File: src/rtl/nt_cone_pkg.sv
// Shared constants and helpers for the nt_cone_pipe node subcircuit.
// Holds the depth limit, the parameter-legality check and the saturating counter step.
package nt_cone_pkg;

  localparam int DEPTH_MAX = 8;
  localparam int CNT_W_MAX = 32;

  function automatic bit params_ok(input int depth, input int cnt_w);
    return (depth >= 1) && (depth <= DEPTH_MAX) && (cnt_w >= 1) && (cnt_w <= CNT_W_MAX);
  endfunction

  // Counter values are carried zero-extended to 32 bits; width sets the saturation point.
  function automatic logic [31:0] sat_inc(input logic [31:0] val, input int width);
    logic [31:0] max_val;
    max_val = (width >= 32) ? 32'hFFFF_FFFF : ((32'd1 << width) - 32'd1);
    return (val >= max_val) ? max_val : (val + 32'd1);
  endfunction

endpackage

File: src/rtl/nt_delay_line.sv
// WIDTH-bit, DEPTH-stage register delay line; latency DEPTH enabled edges.
// en=0 freezes every stage (no bubble squeeze); async active-low reset clears all stages.
module nt_delay_line #(
  parameter int WIDTH = 4,
  parameter int DEPTH = 1
) (
  input  logic             core_clk,
  input  logic             core_rst,
  input  logic             en,
  input  logic [WIDTH-1:0] din,
  output logic [WIDTH-1:0] dout
);

  logic [WIDTH-1:0] stg [DEPTH];

  always_ff @(posedge core_clk or negedge core_rst) begin
    if (!core_rst) begin
      for (int k = 0; k < DEPTH; k++) stg[k] <= '0;
    end else if (en) begin
      stg[0] <= din;
      for (int k = 1; k < DEPTH; k++) stg[k] <= stg[k-1];
    end
  end

  assign dout = stg[DEPTH-1];

endmodule

File: src/rtl/nt_cone_pipe.sv
// Multi-lane registered AND/OR-NAND/NOR cone with valid pipe and saturating hit counter; DEPTH-edge latency.
// en=0 stalls all stages and counting; NT_CONE_SIDE_ALIGN_EN registers the side term to align it with out_valid.
module nt_cone_pipe
  import nt_cone_pkg::*;
#(
  parameter int WIDTH = 4,
  parameter int DEPTH = 1,
  parameter int CNT_W = 8
) (
  input  logic             core_clk,
  input  logic             core_rst,
  input  logic             en,
  input  logic             in_valid,
  input  logic [WIDTH-1:0] a,
  input  logic [WIDTH-1:0] b,
  input  logic [WIDTH-1:0] c,
  input  logic [WIDTH-1:0] d,
  input  logic [WIDTH-1:0] e,
  input  logic             clr,
  output logic [WIDTH-1:0] out,
  output logic             out_valid,
  output logic [CNT_W-1:0] hit_cnt,
  output logic             hit_sticky
);

  if (!params_ok(DEPTH, CNT_W)) begin : g_bad_params
    $error("nt_cone_pipe: DEPTH must be 1..%0d and CNT_W 1..%0d", DEPTH_MAX, CNT_W_MAX);
  end

  logic [WIDTH-1:0] or_term;
  logic [WIDTH-1:0] side;
  logic [WIDTH-1:0] or_q;
  logic [WIDTH-1:0] side_use;
  logic [31:0]      cnt_inc;
  logic             unused_cnt_bits;

  assign or_term = (a & b) | c;
  assign side    = ~d & e;

  nt_delay_line #(.WIDTH(WIDTH), .DEPTH(DEPTH)) u_or_pipe (
    .core_clk (core_clk),
    .core_rst (core_rst),
    .en       (en),
    .din      (or_term),
    .dout     (or_q)
  );

  nt_delay_line #(.WIDTH(1), .DEPTH(DEPTH)) u_vld_pipe (
    .core_clk (core_clk),
    .core_rst (core_rst),
    .en       (en),
    .din      (in_valid),
    .dout     (out_valid)
  );

`ifdef NT_CONE_SIDE_ALIGN_EN
  nt_delay_line #(.WIDTH(WIDTH), .DEPTH(DEPTH)) u_side_pipe (
    .core_clk (core_clk),
    .core_rst (core_rst),
    .en       (en),
    .din      (side),
    .dout     (side_use)
  );
`else
  // Side term stays combinational from the current inputs, matching the original cone timing.
  assign side_use = side;
`endif

  assign out = ~(or_q | side_use);

  assign cnt_inc         = sat_inc(32'(hit_cnt), CNT_W);
  assign unused_cnt_bits = ^{cnt_inc, 1'b0};

  always_ff @(posedge core_clk or negedge core_rst) begin
    if (!core_rst) begin
      hit_cnt    <= '0;
      hit_sticky <= 1'b0;
    end else if (clr) begin
      hit_cnt    <= '0;
      hit_sticky <= 1'b0;
    end else if (out_valid && en && (out != '0)) begin
      hit_cnt    <= cnt_inc[CNT_W-1:0];
      hit_sticky <= 1'b1;
    end
  end

endmodule

File: config.mk
export PLATFORM = sky130hd
export DESIGN_NAME = nt_cone_pipe
export DESIGN_NICKNAME = d
export VERILOG_FILES = /design/src/rtl/nt_cone_pkg.sv /design/src/rtl/nt_delay_line.sv /design/src/rtl/nt_cone_pipe.sv
export SDC_FILE = /design/constraint.sdc
export NUM_CORES = 1
export LEC_CHECK = 0
export ABC_AREA = 1
export ABC_CLOCK_PERIOD_IN_PS = 1500
export BUFFER_PORTS_ARGS = -buffer_cell sky130_fd_sc_hd__buf_2
export CORE_UTILIZATION = 46
export DETAILED_ROUTE_END_ITERATION = 6
export GPL_TIMING_DRIVEN = 1
export PLACE_DENSITY = 0.88
export SETUP_SLACK_MARGIN = 0.4
export SLEW_MARGIN = 0
export SYNTH_ARGS = -nofsm -noshare
export SYNTH_HDL_FRONTEND = slang
export SYNTH_SLANG_ARGS = --single-unit
File: constraint.sdc
create_clock -name core_clk -period 1.5 [get_ports core_clk]
set_clock_uncertainty 0.15 [all_clocks]
set_input_delay 0.15 -clock core_clk [delete_from_list [all_inputs] [get_ports core_clk]]
set_output_delay 0.15 -clock core_clk [all_outputs]
set_load 0.01 [all_outputs]
==> summary.md, run 1 <==
| Metric | Value |
|---|---|
| Result of the run | `completed` |
| Number of max-slew violations in the final report | `0` |
| Routed Antenna Nets | `0` |
| Capture point of the worst path | `hit_cnt[6]` |
| Total congestion overflow | `0` |
| Timing-limited maximum frequency | `746 MHz` |
| I/O pin count | `39` |
| Number of distinct library cells after synthesis | `18` |
| Leading area contributor after synthesis | `sky130_fd_sc_hd__dfrtp_1` |
| Average size of a mapped cell | `6.69 µm²` |
| Nature of the critical path endpoint | `flip-flop` |
| Share of final-layout standard cells stronger than drive strength 1 | `45.3%` |
| First-pass GRT wire length | `4.12 mm` |
| Crit-path cells | `ha_4, nand3_2, inv_2, nand2_4, nand3_2, nand3_2, nand2_1` |
| Post-synthesis sequential element count | `14` |
| RSZ-0062 raised after global routing | `yes` |
| Final cell count without fillers | `217` |
| Clock buffers created by TritonCTS | `3` |
| Sequential power share | `45.7%` |
| Path category of the worst min-delay check | `input pin to flip-flop` |
| Reg2reg start | `hit_cnt[0]` |
| Tmin final | `1340 ps` |
| Standard-cell row count | `15` |
| Source-to-sink clock delay at the later pin of the worst-skew pair | `280 ps` |
| Die area | `0.00218 mm²` |
| Largest stage delay on the critical path | `460 ps` |
| Critical path startpoint category | `flip-flop` |
| Total inserted antenna cells | `0` |
| Dominant combinational cell family by area after synthesis | `simple AND/OR/NAND/NOR gates` |
| Clock sink total | `14` |
| Clock network fraction of design power | `24.6%` |
| Pin count of the biggest net entering global routing | `17` |
| Data arrival time at the worst-slack endpoint | `1350 ps` |
| Starting DRC count in detailed routing | `42` |
| Slew @ Worst Pin | `502 ps` |
| Synthesis-to-finish area growth | `58.5%` |
| Power dissipated by switching net loads | `0.000281 W` |
| Overall via count from detail_route | `1,102` |
| Sequential cell area fraction in the yosys report | `38.2%` |
| Total placed cells including tap cells | `197` |
| Final cycle utilization of the critical path | `89.3%` |
| Internal power | `0.000624 W` |
| Multiplexer share of the synthesized area | `1.23%` |
| Main area contributors after synthesis | `sky130_fd_sc_hd__dfrtp_1 (38%), sky130_fd_sc_hd__nand2_1 (18%), sky130_fd_sc_hd__inv_1 (11%)` |
| Worst endpoint required time | `1510 ps` |
| Max-cap violations | `0` |
| Maximum buffer depth of the clock tree | `2` |
| Area share of xor/xnor cells in the synthesized design | `0.955%` |
| Master cell of the clock root buffer | `sky130_fd_sc_hd__clkbuf_4` |
| Sum of net half-perimeters after detailed placement | `1.53 mm` |
| Net count reported at finish | `219` |
| Count of cells along the worst register-to-register path | `7` |
| Area share of fa/ha/maj cells after synthesis | `1.36%` |
| Clock-pin transition on the worst setup and hold timing paths | `90 ps` |
| Fill count | `124` |
| PD cells | `622 mW/mm²` |
| Max Fanout on Critical Path | `8` |
| Deepest level of the CTS H-tree | `1` |
| Combinational cell fraction of total power | `29.7%` |
| Area share of the largest cell type after synthesis | `38.2%` |
| Critical path origin | `hit_cnt[0]` |
| Setup Crit Path Kind | `flip-flop to flip-flop` |
| Final routed DRC violation total | `0` |
| Final core utilization | `80.7%` |
| Dominant cell type by count on the critical path | `sky130_fd_sc_hd__nand3_2` |
| Synthesis Warnings | `0` |
| Syn_nets | `163` |
| Effective utilization at floorplan | `50.9%` |
| Headroom to the max-slew limit | `66.5%` |
| Die boundary width | `46.7 µm` |
| Combined global-route utilization of all metal layers | `26.6%` |
| Overall die height | `46.7 µm` |
| Setup_tns | `0 ps` |
| Worst-case register-to-register setup slack | `160 ps` |
| Crit-path slowest cell | `sky130_fd_sc_hd__dfrtp_2` |
| Number of iterations in the first detailed-routing pass | `4` |
| Compound-gate portion of the synthesized area | `6.68%` |
| Post-synthesis instance area | `917 µm²` |
| Area fraction in and, or, nand and nor cells after synthesis | `38.3%` |
| Endpoint of the most critical register-to-register path | `hit_cnt[6]` |
| Antenna violations before repair | `0` |
| Standard cell core area | `0.00180 mm²` |
| Number of standard cells after synthesis | `137` |
| Via-per-instance ratio | `5.08` |
| Proportion of total power due to net switching | `31.0%` |
| CTS tree | `built` |
| IO buf count | `38` |
| Hold violation count in the final report | `0` |
| Routed length per instance | `12.5 µm` |
| Gpl congestion | `0.926` |
| Via count of the first global-routing pass | `1,003` |
| Final setup vio count | `0` |
| Final routed wirelength across all metal layers | `2.72 mm` |
| Max rail drop VDD | `0.453 mV` |
| Leakage dissipation | `0.844 nW` |
-- per-layer routing --
layer  vias up  global-route usage (%)  share of wire [%]
li1        535                       -                  -
met1       526                    33.3                 41
met2        39                    43.6                 53
met3         2                    4.71                5.1
met4         0                    12.6               0.37
met5         -                       0                  0
-- power by group through the flow --
stage / sequential [W] / combinational [W] / clock, W
6_report: 0.000414 / 0.000269 / 0.000222
3_5_place_dp: 0.000419 / 0.000167 / 0
2_1_floorplan: 0.000421 / 0.0000932 / 0
3_3_place_gp: 0.000417 / 0.000162 / 0
5_1_grt: 0.000416 / 0.000291 / 0.000252
4_1_cts: 0.000412 / 0.000209 / 0.000228
-- worst min path at each step --
stage | depth (start not counted) | slack, ps | end | start
3_3_place_gp | 1 | -90 | u_or_pipe.dout[0] | core_rst
6_report | 2 | 30 | u_or_pipe.dout[0] | en
2_1_floorplan | 0 | -300 | hit_cnt[0] | core_rst
5_1_grt | 2 | 8 | u_or_pipe.dout[0] | en
3_5_place_dp | 1 | -80 | u_or_pipe.dout[1] | core_rst
4_1_cts | 2 | 3 | u_or_pipe.dout[0] | en
-- critical path: cells and delay by family, from the launching register on --
family	cells	cell delay (ps)
adders and majority gates	1	190
buffers and inverters	1	50
DFF	1	460
and+or+nand+nor	5	380
-- synthesized netlist by cell type --
master                     number
sky130_fd_sc_hd__nand4_1        7
sky130_fd_sc_hd__buf_4          1
sky130_fd_sc_hd__nor2_2         3
sky130_fd_sc_hd__inv_2          1
sky130_fd_sc_hd__inv_1         27
sky130_fd_sc_hd__ha_1           1
sky130_fd_sc_hd__dfrtp_1       14
sky130_fd_sc_hd__buf_2          1
sky130_fd_sc_hd__nand3b_1       1
sky130_fd_sc_hd__nand2_2        2
sky130_fd_sc_hd__o21ai_4        1
sky130_fd_sc_hd__nor2_1         6
sky130_fd_sc_hd__nand2_1       43
sky130_fd_sc_hd__mux2_2         1
sky130_fd_sc_hd__nand3_1       17
sky130_fd_sc_hd__xnor2_1        1
sky130_fd_sc_hd__o21ai_0        9
sky130_fd_sc_hd__buf_1          1
-- registers in the layout, indices dropped and copies added, names as in the netlist --
signal / flops
u_vld_pipe.dout: 1
u_or_pipe.dout: 4
hit_cnt: 8
hit_sticky: 1
-- metrics by stage --
stage          area, µm²  hold WS (ps)  setup slack (ps)  total power, W
5_1_grt             1450          8.21              75.5        0.000959
4_1_cts             1350          2.85               169        0.000849
3_5_place_dp        1150         -84.7               162        0.000586
2_1_floorplan        952          -296               223        0.000514
3_3_place_gp        1150         -85.8               187        0.000579
6_report            1450          31.2               160        0.000905
-- layout make-up --
type,instances,area [µm²],share of cell area [%]
inverters,28,105,7.23
clock buffers,4,26.3,1.81
repair buffers,54,374,25.7
flip-flops and latches,14,357,24.5
multi-input cells,92,561,38.6
well taps,25,31.3,2.15
-- what timing repair did --
action                                 CTS  global route
resized for setup                       17            23
hold buffers                             7             0
setup endpoints to repair               22            23
cloned                                   0             0
endpoints found under the hold margin   20             0
setup buffers                            6             3
pin swaps                               10             8
-- logic make-up (layout without fill, tap and decap cells) --
logic type,after synthesis,in the layout
adders and majority gates,1,1
buffers and inverters,31,86
DFF,14,14
and+or+nand+nor,79,79
AOI/OAI and AO/OA,10,10
xor gates and xnor gates,1,1
muxes,1,1
-- layout by cell type, fill, tap and decap left out, types with 2 or more instances in the layout --
cell                            count
sky130_fd_sc_hd__nand2_1           37
sky130_fd_sc_hd__buf_2             30
sky130_fd_sc_hd__inv_1             19
sky130_fd_sc_hd__nand3_1           10
sky130_fd_sc_hd__inv_2              9
sky130_fd_sc_hd__o21ai_0            9
sky130_fd_sc_hd__dfrtp_1            9
sky130_fd_sc_hd__buf_6              8
sky130_fd_sc_hd__buf_4              8
sky130_fd_sc_hd__nand2_4            7
sky130_fd_sc_hd__nand3_2            7
sky130_fd_sc_hd__nand4_1            7
sky130_fd_sc_hd__dlygate4sd3_1      7
sky130_fd_sc_hd__dfrtp_2            5
sky130_fd_sc_hd__nor2_2             4
sky130_fd_sc_hd__nor2_1             3
sky130_fd_sc_hd__clkbuf_4           3
sky130_fd_sc_hd__nor2_4             2
Note: power is estimated with default switching activity, not from simulation.
==> inputs of run 2 (changes only) <==
--- a/config.mk
+++ b/config.mk
@@ -6,12 +6,12 @@
 export NUM_CORES = 1
 export LEC_CHECK = 0
 export ABC_AREA = 1
-export ABC_CLOCK_PERIOD_IN_PS = 1500
+export ABC_CLOCK_PERIOD_IN_PS = 1620
 export BUFFER_PORTS_ARGS = -buffer_cell sky130_fd_sc_hd__buf_2
-export CORE_UTILIZATION = 46
+export CORE_UTILIZATION = 50
 export DETAILED_ROUTE_END_ITERATION = 6
 export GPL_TIMING_DRIVEN = 1
-export PLACE_DENSITY = 0.88
+export PLACE_DENSITY = 0.94
 export SETUP_SLACK_MARGIN = 0.4
 export SLEW_MARGIN = 0
 export SYNTH_ARGS = -nofsm -noshare
==> constraint.sdc (replaced) <==
create_clock -name core_clk -period 1.62 [get_ports core_clk]
set_clock_uncertainty 0.15 [all_clocks]
set_input_delay 0.162 -clock core_clk [delete_from_list [all_inputs] [get_ports core_clk]]
set_output_delay 0.162 -clock core_clk [all_outputs]
set_load 0.01 [all_outputs]
==> run 2 against run 1 <==
First-iteration DRC count fell by 24%; core utilization rose by 4.8 points; global-route usage fell by 0.90 points; setup slack improved by 88 ps; highest routed layer unchanged; count of clock-buffer cells in the layout did not move; flip-flop and latch count did not move; cell count did not move; clock power rose by 13%; largest cell class unchanged; sequential power fell by 6.8%.
==> summary.md, run 2 (same netlist as run 1, synthesis figures left out) <==
| Metric | Value |
|---|---|
| Most common library cell in the layout ignoring fill and taps | `sky130_fd_sc_hd__nand2_1` |
| Routed Antenna Nets | `0 (unchanged)` |
| Via count of the first global-routing pass | `912 (-9.1%)` |
| Routed length per instance | `13.6 µm (+8.4%)` |
| Reg2reg start | `hit_cnt[0]` |
| Critical path startpoint category | `flip-flop` |
| Timing-limited maximum frequency | `729 MHz (-2.3%)` |
| Commonest cells after routing, fill and taps aside | `sky130_fd_sc_hd__nand2_1 (35), sky130_fd_sc_hd__buf_2 (30), sky130_fd_sc_hd__inv_1 (19)` |
| Overall via count from detail_route | `1,130 (+2.5%)` |
| Standard cell core area | `0.00173 mm² (-4.2%)` |
| Crit-path slowest cell | `sky130_fd_sc_hd__dfrtp_2` |
| Final routed wirelength across all metal layers | `2.95 mm (+8.4%)` |
| Setup_tns | `0 ps (unchanged)` |
| Multi-input logic area | `566 µm² (+0.89%)` |
| Slew @ Worst Pin | `526 ps (+23.7 ps)` |
| Largest stage delay on the critical path | `460 ps (about the same)` |
| First-pass GRT wire length | `3.63 mm (-12%)` |
| PD cells | `598 mW/mm² (-3.9%)` |
| Share of final-layout standard cells stronger than drive strength 1 | `47.4% (+2.1 points)` |
| Die area | `0.00201 mm² (-7.7%)` |
| Source-to-sink clock delay at the later pin of the worst-skew pair | `280 ps (about the same)` |
| Via-per-instance ratio | `5.21 (+2.5%)` |
| Worst endpoint required time | `1640 ps (+130 ps)` |
| Data arrival time at the worst-slack endpoint | `1400 ps (+50 ps)` |
| Total inserted antenna cells | `0 (unchanged)` |
| Max Fanout on Critical Path | `8 (unchanged)` |
| Gpl congestion | `0.876 (-5.4%)` |
| Combined global-route utilization of all metal layers | `25.7% (-0.90 points)` |
| Clock sink total | `14 (unchanged)` |
| Master cell of the clock root buffer | `sky130_fd_sc_hd__clkbuf_4` |
| Deepest level of the CTS H-tree | `1 (unchanged)` |
| Starting DRC count in detailed routing | `32 (-24%)` |
| Hold violation count in the final report | `0 (unchanged)` |
| Dominant cell type by count on the critical path | `sky130_fd_sc_hd__nand3_2` |
| Max rail drop VDD | `0.608 mV (+34%)` |
| Die boundary width | `44.8 µm (-3.9%)` |
| Max-cap violations | `0 (unchanged)` |
| Path category of the worst min-delay check | `input pin to flip-flop` |
| Clock buffers created by TritonCTS | `3 (unchanged)` |
| Final setup vio count | `0 (unchanged)` |
| Register containing the most flip-flops in the final layout | `hit_cnt` |
| I/O pin count | `39 (unchanged)` |
| Tmin final | `1370 ps (+32.2 ps)` |
| Final routed DRC violation total | `0 (unchanged)` |
| Headroom to the max-slew limit | `64.9% (-1.6 points)` |
| Post-layout power | `0.000883 W (-2.4%)` |
| Overall die height | `44.8 µm (-3.9%)` |
| Synthesis-to-finish area growth | `61.0%` |
| Standard-cell row count | `15 (unchanged)` |
| Worst Min Path Start | `en` |
| Leakage dissipation | `0.855 nW (+1.3%)` |
| Sum of net half-perimeters after detailed placement | `1.48 mm (-2.9%)` |
| Net count reported at finish | `219 (unchanged)` |
| IO buf count | `38 (unchanged)` |
| Number of iterations in the first detailed-routing pass | `5 (+1)` |
| Pin count of the biggest net entering global routing | `17 (unchanged)` |
| Fill count | `102 (-18%)` |
| Final cycle utilization of the critical path | `84.7% (-4.6 points)` |
| RSZ-0062 raised after global routing | `yes` |
| CTS tree | `built` |
| Sequential Area | `357 µm² (unchanged)` |
| Total congestion overflow | `0 (unchanged)` |
| Result of the run | `completed` |
| Antenna violations before repair | `0 (unchanged)` |
| Effective utilization at floorplan | `53.1% (+2.2 points)` |
| Nature of the critical path endpoint | `flip-flop` |
| Maximum buffer depth of the clock tree | `2 (unchanged)` |
| Number of max-slew violations in the final report | `0 (unchanged)` |
| Number of flip-flops in the largest register | `8 (unchanged)` |
| Clock-pin transition on the worst setup and hold timing paths | `90 ps (about the same)` |
| Crit-path cells | `ha_4, nand3_2, inv_2, nand2_4, nand3_2, nand3_2, nand2_1` |
| Setup Crit Path Kind | `flip-flop to flip-flop` |
| Critical path origin | `hit_cnt[0]` |
[run 2: area by class of cell]
type	instances	share of cell area (%)
Timing Repair Buffer	54	25.8
Tap cell	25	2.12
Inverter	28	7.12
Sequential cell	14	24.2
Clock buffer	4	2.46
Multi-Input combinational cell	92	38.3
[run 2: stage by stage]
stage	hold WS (ps)	utilization, %	worst slack (ps)	cells	cell area [µm²]
final	28.0	85.5	248	217	1480
after global routing	38.5	85.5	190	217	1480
after CTS	6.92	76.2	282	214	1320
after detailed placement	-72.6	66.7	250	197	1150
after global placement	-77.0	66.7	330	197	1150
after floorplan	-284	-	343	137	950
[run 2: what timing repair did]
action / 4_1_cts / 5_1_grt
endpoints found under the setup margin: 17 / 18
hold endpoints to repair: 20 / 0
buffers inserted: 6 / 3
pin swaps: 6 / 16
gates resized for setup: 8 / 36
hold buffers: 7 / 0
[run 2: worst max-delay path: cells and delay by family (launching register included)]
| kind | cells | cell delay [ps] |
|---|---|---|
| buffers and inverters | 1 | 50 |
| adder cells (fa/ha/maj) | 1 | 200 |
| AND/OR/NAND/NOR | 5 | 410 |
| flip-flops | 1 | 460 |
[run 2: final timing paths]
check,endpoint,slack [ps],depth (start not counted)
worst max-delay path,hit_cnt[7],250,7
worst min-delay path,u_or_pipe.dout[2],30,2
worst max register to register,hit_cnt[7],250,7
worst min register to register,u_or_pipe.dout[2],410,2
max in group asynchronous,hit_cnt[1],900,2
min in group asynchronous,u_or_pipe.dout[2],140,2
[run 2: power by group]
group / total, W / internal, W / switching [W]
sequential: 0.000386 / 0.000368 / 0.0000181
clock: 0.000251 / 0.000137 / 0.000114
combinational: 0.000246 / 0.000110 / 0.000136
[run 2: routing by layer]
layer  wire length [µm]  vias to the layer above  GRT usage [%]  share of wire, %
met5                  0                        -              0                 0
li1                   -                      539              -                 -
met1               1110                      504           29.4                38
met2               1470                       70           44.1                50
met3                169                       17           3.20               5.7
met4                197                        0           18.2               6.7
==> inputs of run 3 (changes only) <==
--- a/config.mk
+++ b/config.mk
@@ -6,12 +6,12 @@
 export NUM_CORES = 1
 export LEC_CHECK = 0
 export ABC_AREA = 1
-export ABC_CLOCK_PERIOD_IN_PS = 1620
+export ABC_CLOCK_PERIOD_IN_PS = 1200
 export BUFFER_PORTS_ARGS = -buffer_cell sky130_fd_sc_hd__buf_2
-export CORE_UTILIZATION = 50
+export CORE_UTILIZATION = 42
 export DETAILED_ROUTE_END_ITERATION = 6
 export GPL_TIMING_DRIVEN = 1
-export PLACE_DENSITY = 0.94
+export PLACE_DENSITY = 0.86
 export SETUP_SLACK_MARGIN = 0.4
 export SLEW_MARGIN = 0
 export SYNTH_ARGS = -nofsm -noshare
==> constraint.sdc (replaced) <==
create_clock -name core_clk -period 1.2 [get_ports core_clk]
set_clock_uncertainty 0.15 [all_clocks]
set_input_delay 0.12 -clock core_clk [delete_from_list [all_inputs] [get_ports core_clk]]
set_output_delay 0.12 -clock core_clk [all_outputs]
set_load 0.01 [all_outputs]
==> run 3 against run 2 <==
The run now ends with negative hold slack, negative setup slack left; highest routed layer unchanged; setup slack lost 430 ps; sequential power up 34%; count of clock-buffer cells in the layout did not move; wire length down 3.7%; critical path type unchanged; maximum frequency shrank 0.91%.
==> summary.md, run 3 (same netlist as run 1, synthesis figures left out) <==
| Metric | Value |
|---|---|
| Result of the run | `finished, violations left` |
| Violations in the final reports | `negative hold slack, negative setup slack` |
| Nature of the critical path endpoint | `flip-flop` |
| Final cycle utilization of the critical path | `115% (+31 points)` |
| I/O pin count | `39 (unchanged)` |
| Clock buffers created by TritonCTS | `3 (unchanged)` |
| Overall die height | `48.7 µm (+8.7%)` |
| Critical path startpoint category | `flip-flop` |
| Combined global-route utilization of all metal layers | `24.4% (-1.3 points)` |
| Max rail drop VDD | `0.650 mV (+6.8%)` |
| Via count of the first global-routing pass | `1,050 (+15%)` |
| Setup_tns | `-1680 ps (-1680 ps)` |
| Worst-case hold slack | `-147 ps (-175 ps)` |
| Headroom to the max-slew limit | `71.8% (+6.9 points)` |
| Final setup vio count | `16 (+16)` |
| Via-per-instance ratio | `5.07 (-2.6%)` |
| Final routed wirelength across all metal layers | `2.84 mm (-3.7%)` |
| Hold violation count in the final report | `6 (+6)` |
| Number of max-slew violations in the final report | `0 (unchanged)` |
| Deepest level of the CTS H-tree | `1 (unchanged)` |
| Total inserted antenna cells | `0 (unchanged)` |
| Fill count | `135 (+32%)` |
| Clock-pin transition on the worst setup and hold timing paths | `80 ps (about the same)` |
| Clock sink total | `14 (unchanged)` |
| Most common library cell in the layout ignoring fill and taps | `sky130_fd_sc_hd__nand2_1` |
| Number of iterations in the first detailed-routing pass | `4 (-1)` |
| Combinational cell fraction of total power | `31.0% (+3.2 points)` |
| Path category of the worst min-delay check | `input pin to flip-flop` |
| Standard cell core area | `0.00200 mm² (+16%)` |
| First-pass GRT wire length | `4.45 mm (+23%)` |
| Internal power | `0.000797 W (+30%)` |
| Leakage dissipation | `0.898 nW (+5.0%)` |
| Data arrival time at the worst-slack endpoint | `1400 ps (about the same)` |
| Die boundary width | `48.7 µm (+8.7%)` |
| Number of buffers inserted by hold repair at cts | `1 (-6)` |
| PD cells | `752 mW/mm² (+26%)` |
| Sequential power share | `44.4% (+0.7 points)` |
| Max Fanout on Critical Path | `4 (-4)` |
| Standard-cell row count | `16 (+1)` |
| Final core utilization | `77.3% (-8.3 points)` |
| Net count reported at finish | `225 (+2.7%)` |
| IO buf count | `38 (unchanged)` |
| Total congestion overflow | `0 (unchanged)` |
| Proportion of total power due to net switching | `31.5% (+1.1 points)` |
| Routed length per instance | `12.6 µm (-7.1%)` |
| Smallest setup slack after layout | `-184 ps (-433 ps)` |
| Total placed cells including tap cells | `209 (+6.1%)` |
| Effective utilization at floorplan | `45.8% (-7.3 points)` |
| Share of final-layout standard cells stronger than drive strength 1 | `52.0% (+4.6 points)` |
| Pin count of the biggest net entering global routing | `17 (unchanged)` |
| Tmin final | `1380 ps (+12.6 ps)` |
| Final routed DRC violation total | `0 (unchanged)` |
| Synthesis-to-finish area growth | `68.6%` |
| CTS tree | `built` |
| Die area | `0.00237 mm² (+18%)` |
| Register containing the most flip-flops in the final layout | `hit_cnt` |
| Source-to-sink clock delay at the later pin of the worst-skew pair | `280 ps (about the same)` |
| Clock network fraction of design power | `24.6% (-3.8 points)` |
| Slew @ Worst Pin | `422 ps (-104 ps)` |
| Antenna violations before repair | `0 (unchanged)` |
| RSZ-0062 raised after global routing | `yes` |
| Overall via count from detail_route | `1,141 (+0.97%)` |
| Setup Crit Path Kind | `flip-flop to flip-flop` |
| Gpl congestion | `0.897 (+2.4%)` |
| Worst endpoint required time | `1220 ps (-420 ps)` |
| Starting DRC count in detailed routing | `21 (-34%)` |
| Routed Antenna Nets | `0 (unchanged)` |
| Max-cap violations | `0 (unchanged)` |
| Master cell of the clock root buffer | `sky130_fd_sc_hd__clkbuf_4` |
| Final cell count without fillers | `225 (+3.7%)` |
| Commonest cells after routing, fill and taps aside | `sky130_fd_sc_hd__nand2_1 (32), sky130_fd_sc_hd__buf_2 (29), sky130_fd_sc_hd__buf_6 (19)` |
| Maximum buffer depth of the clock tree | `2 (unchanged)` |
| Timing-limited maximum frequency | `722 MHz (-0.91%)` |
| Sum of net half-perimeters after detailed placement | `1.80 mm (+21%)` |
| Power dissipated by switching net loads | `0.000366 W (+36%)` |
| Number of flip-flops in the largest register | `8 (unchanged)` |
## run 3: cell count changes in the layout (fill, tap and decap cells not counted), moves of 4 or more
cell / previous run / this run
sky130_fd_sc_hd__buf_6: 9 / 19
sky130_fd_sc_hd__dlygate4sd3_1: 7 / 1
sky130_fd_sc_hd__nand3_1: 10 / 14
sky130_fd_sc_hd__nand3_2: 7 / 2
sky130_fd_sc_hd__o21ai_0: 9 / 5
## run 3: timing repair
action                     4_1_cts  5_1_grt
resized for setup               28       23
setup endpoints to repair       24       28
hold endpoints to repair        20        6
pin swaps                        9       12
buffers inserted                 6        5
## run 3: area by class of cell
class / count / area, µm² / share of cell area [%]
clock buffer: 4 / 26.3 / 1.70
inverter: 28 / 105 / 6.80
multi-input combinational: 92 / 576 / 37.2
sequential: 14 / 354 / 22.9
tap: 27 / 33.8 / 2.18
timing repair buffer: 60 / 452 / 29.2
## run 3: routing by layer
| layer | vias to the layer above | wire [µm] | global-route usage (%) | share of wire, % |
|---|---|---|---|---|
| li1 | 552 | - | - | - |
| met1 | 521 | 1050 | 27.4 | 37 |
| met2 | 58 | 1520 | 46.1 | 54 |
| met3 | 10 | 154 | 2.20 | 5.4 |
| met4 | 0 | 110 | 10.8 | 3.9 |
| met5 | - | 0 | 0 | 0 |
## run 3: worst max-delay path, stage by stage, from the launching register on
cell	delay, ps
sky130_fd_sc_hd__dfrtp_1	430
sky130_fd_sc_hd__buf_4	160
sky130_fd_sc_hd__buf_6	110
sky130_fd_sc_hd__inv_1	50
sky130_fd_sc_hd__nand2_1	90
sky130_fd_sc_hd__nand2_2	100
sky130_fd_sc_hd__nand2_2	50
sky130_fd_sc_hd__nand4_1	80
sky130_fd_sc_hd__nand2_1	60
## run 3: metrics by stage
step / power (W) / hold WS, ps / setup slack, ps / area, µm²
2_1_floorplan: 0.000655 / -326 / -76.7 / 965
3_3_place_gp: 0.000746 / -117 / -75.8 / 1240
3_5_place_dp: 0.000758 / -110 / -122 / 1240
4_1_cts: 0.00111 / -138 / -149 / 1440
5_1_grt: 0.00124 / -144 / -260 / 1550
6_report: 0.00116 / -147 / -184 / 1550
## run 3: final timing paths
kind	endpoint	cells past startpoint	slack, ps	start
worst max-delay path	hit_cnt[4]	8	-180	hit_cnt[4]
worst min-delay path	hit_sticky	2	-150	clr
worst max register to register	hit_cnt[4]	8	-180	hit_cnt[4]
worst min register to register	u_or_pipe.dout[3]	2	380	u_or_pipe.dout[3]
max in group asynchronous	hit_cnt[1]	2	520	core_rst
min in group asynchronous	u_or_pipe.dout[3]	2	100	core_rst
## run 3: power groups by stage
stage          Clock, W  Sequential [W]  Combinational [W]
2_1_floorplan         0        0.000527           0.000128
3_3_place_gp          0        0.000520           0.000226
3_5_place_dp          0        0.000522           0.000236
4_1_cts        0.000282        0.000515           0.000315
5_1_grt        0.000324        0.000520           0.000395
6_report       0.000287        0.000516           0.000360
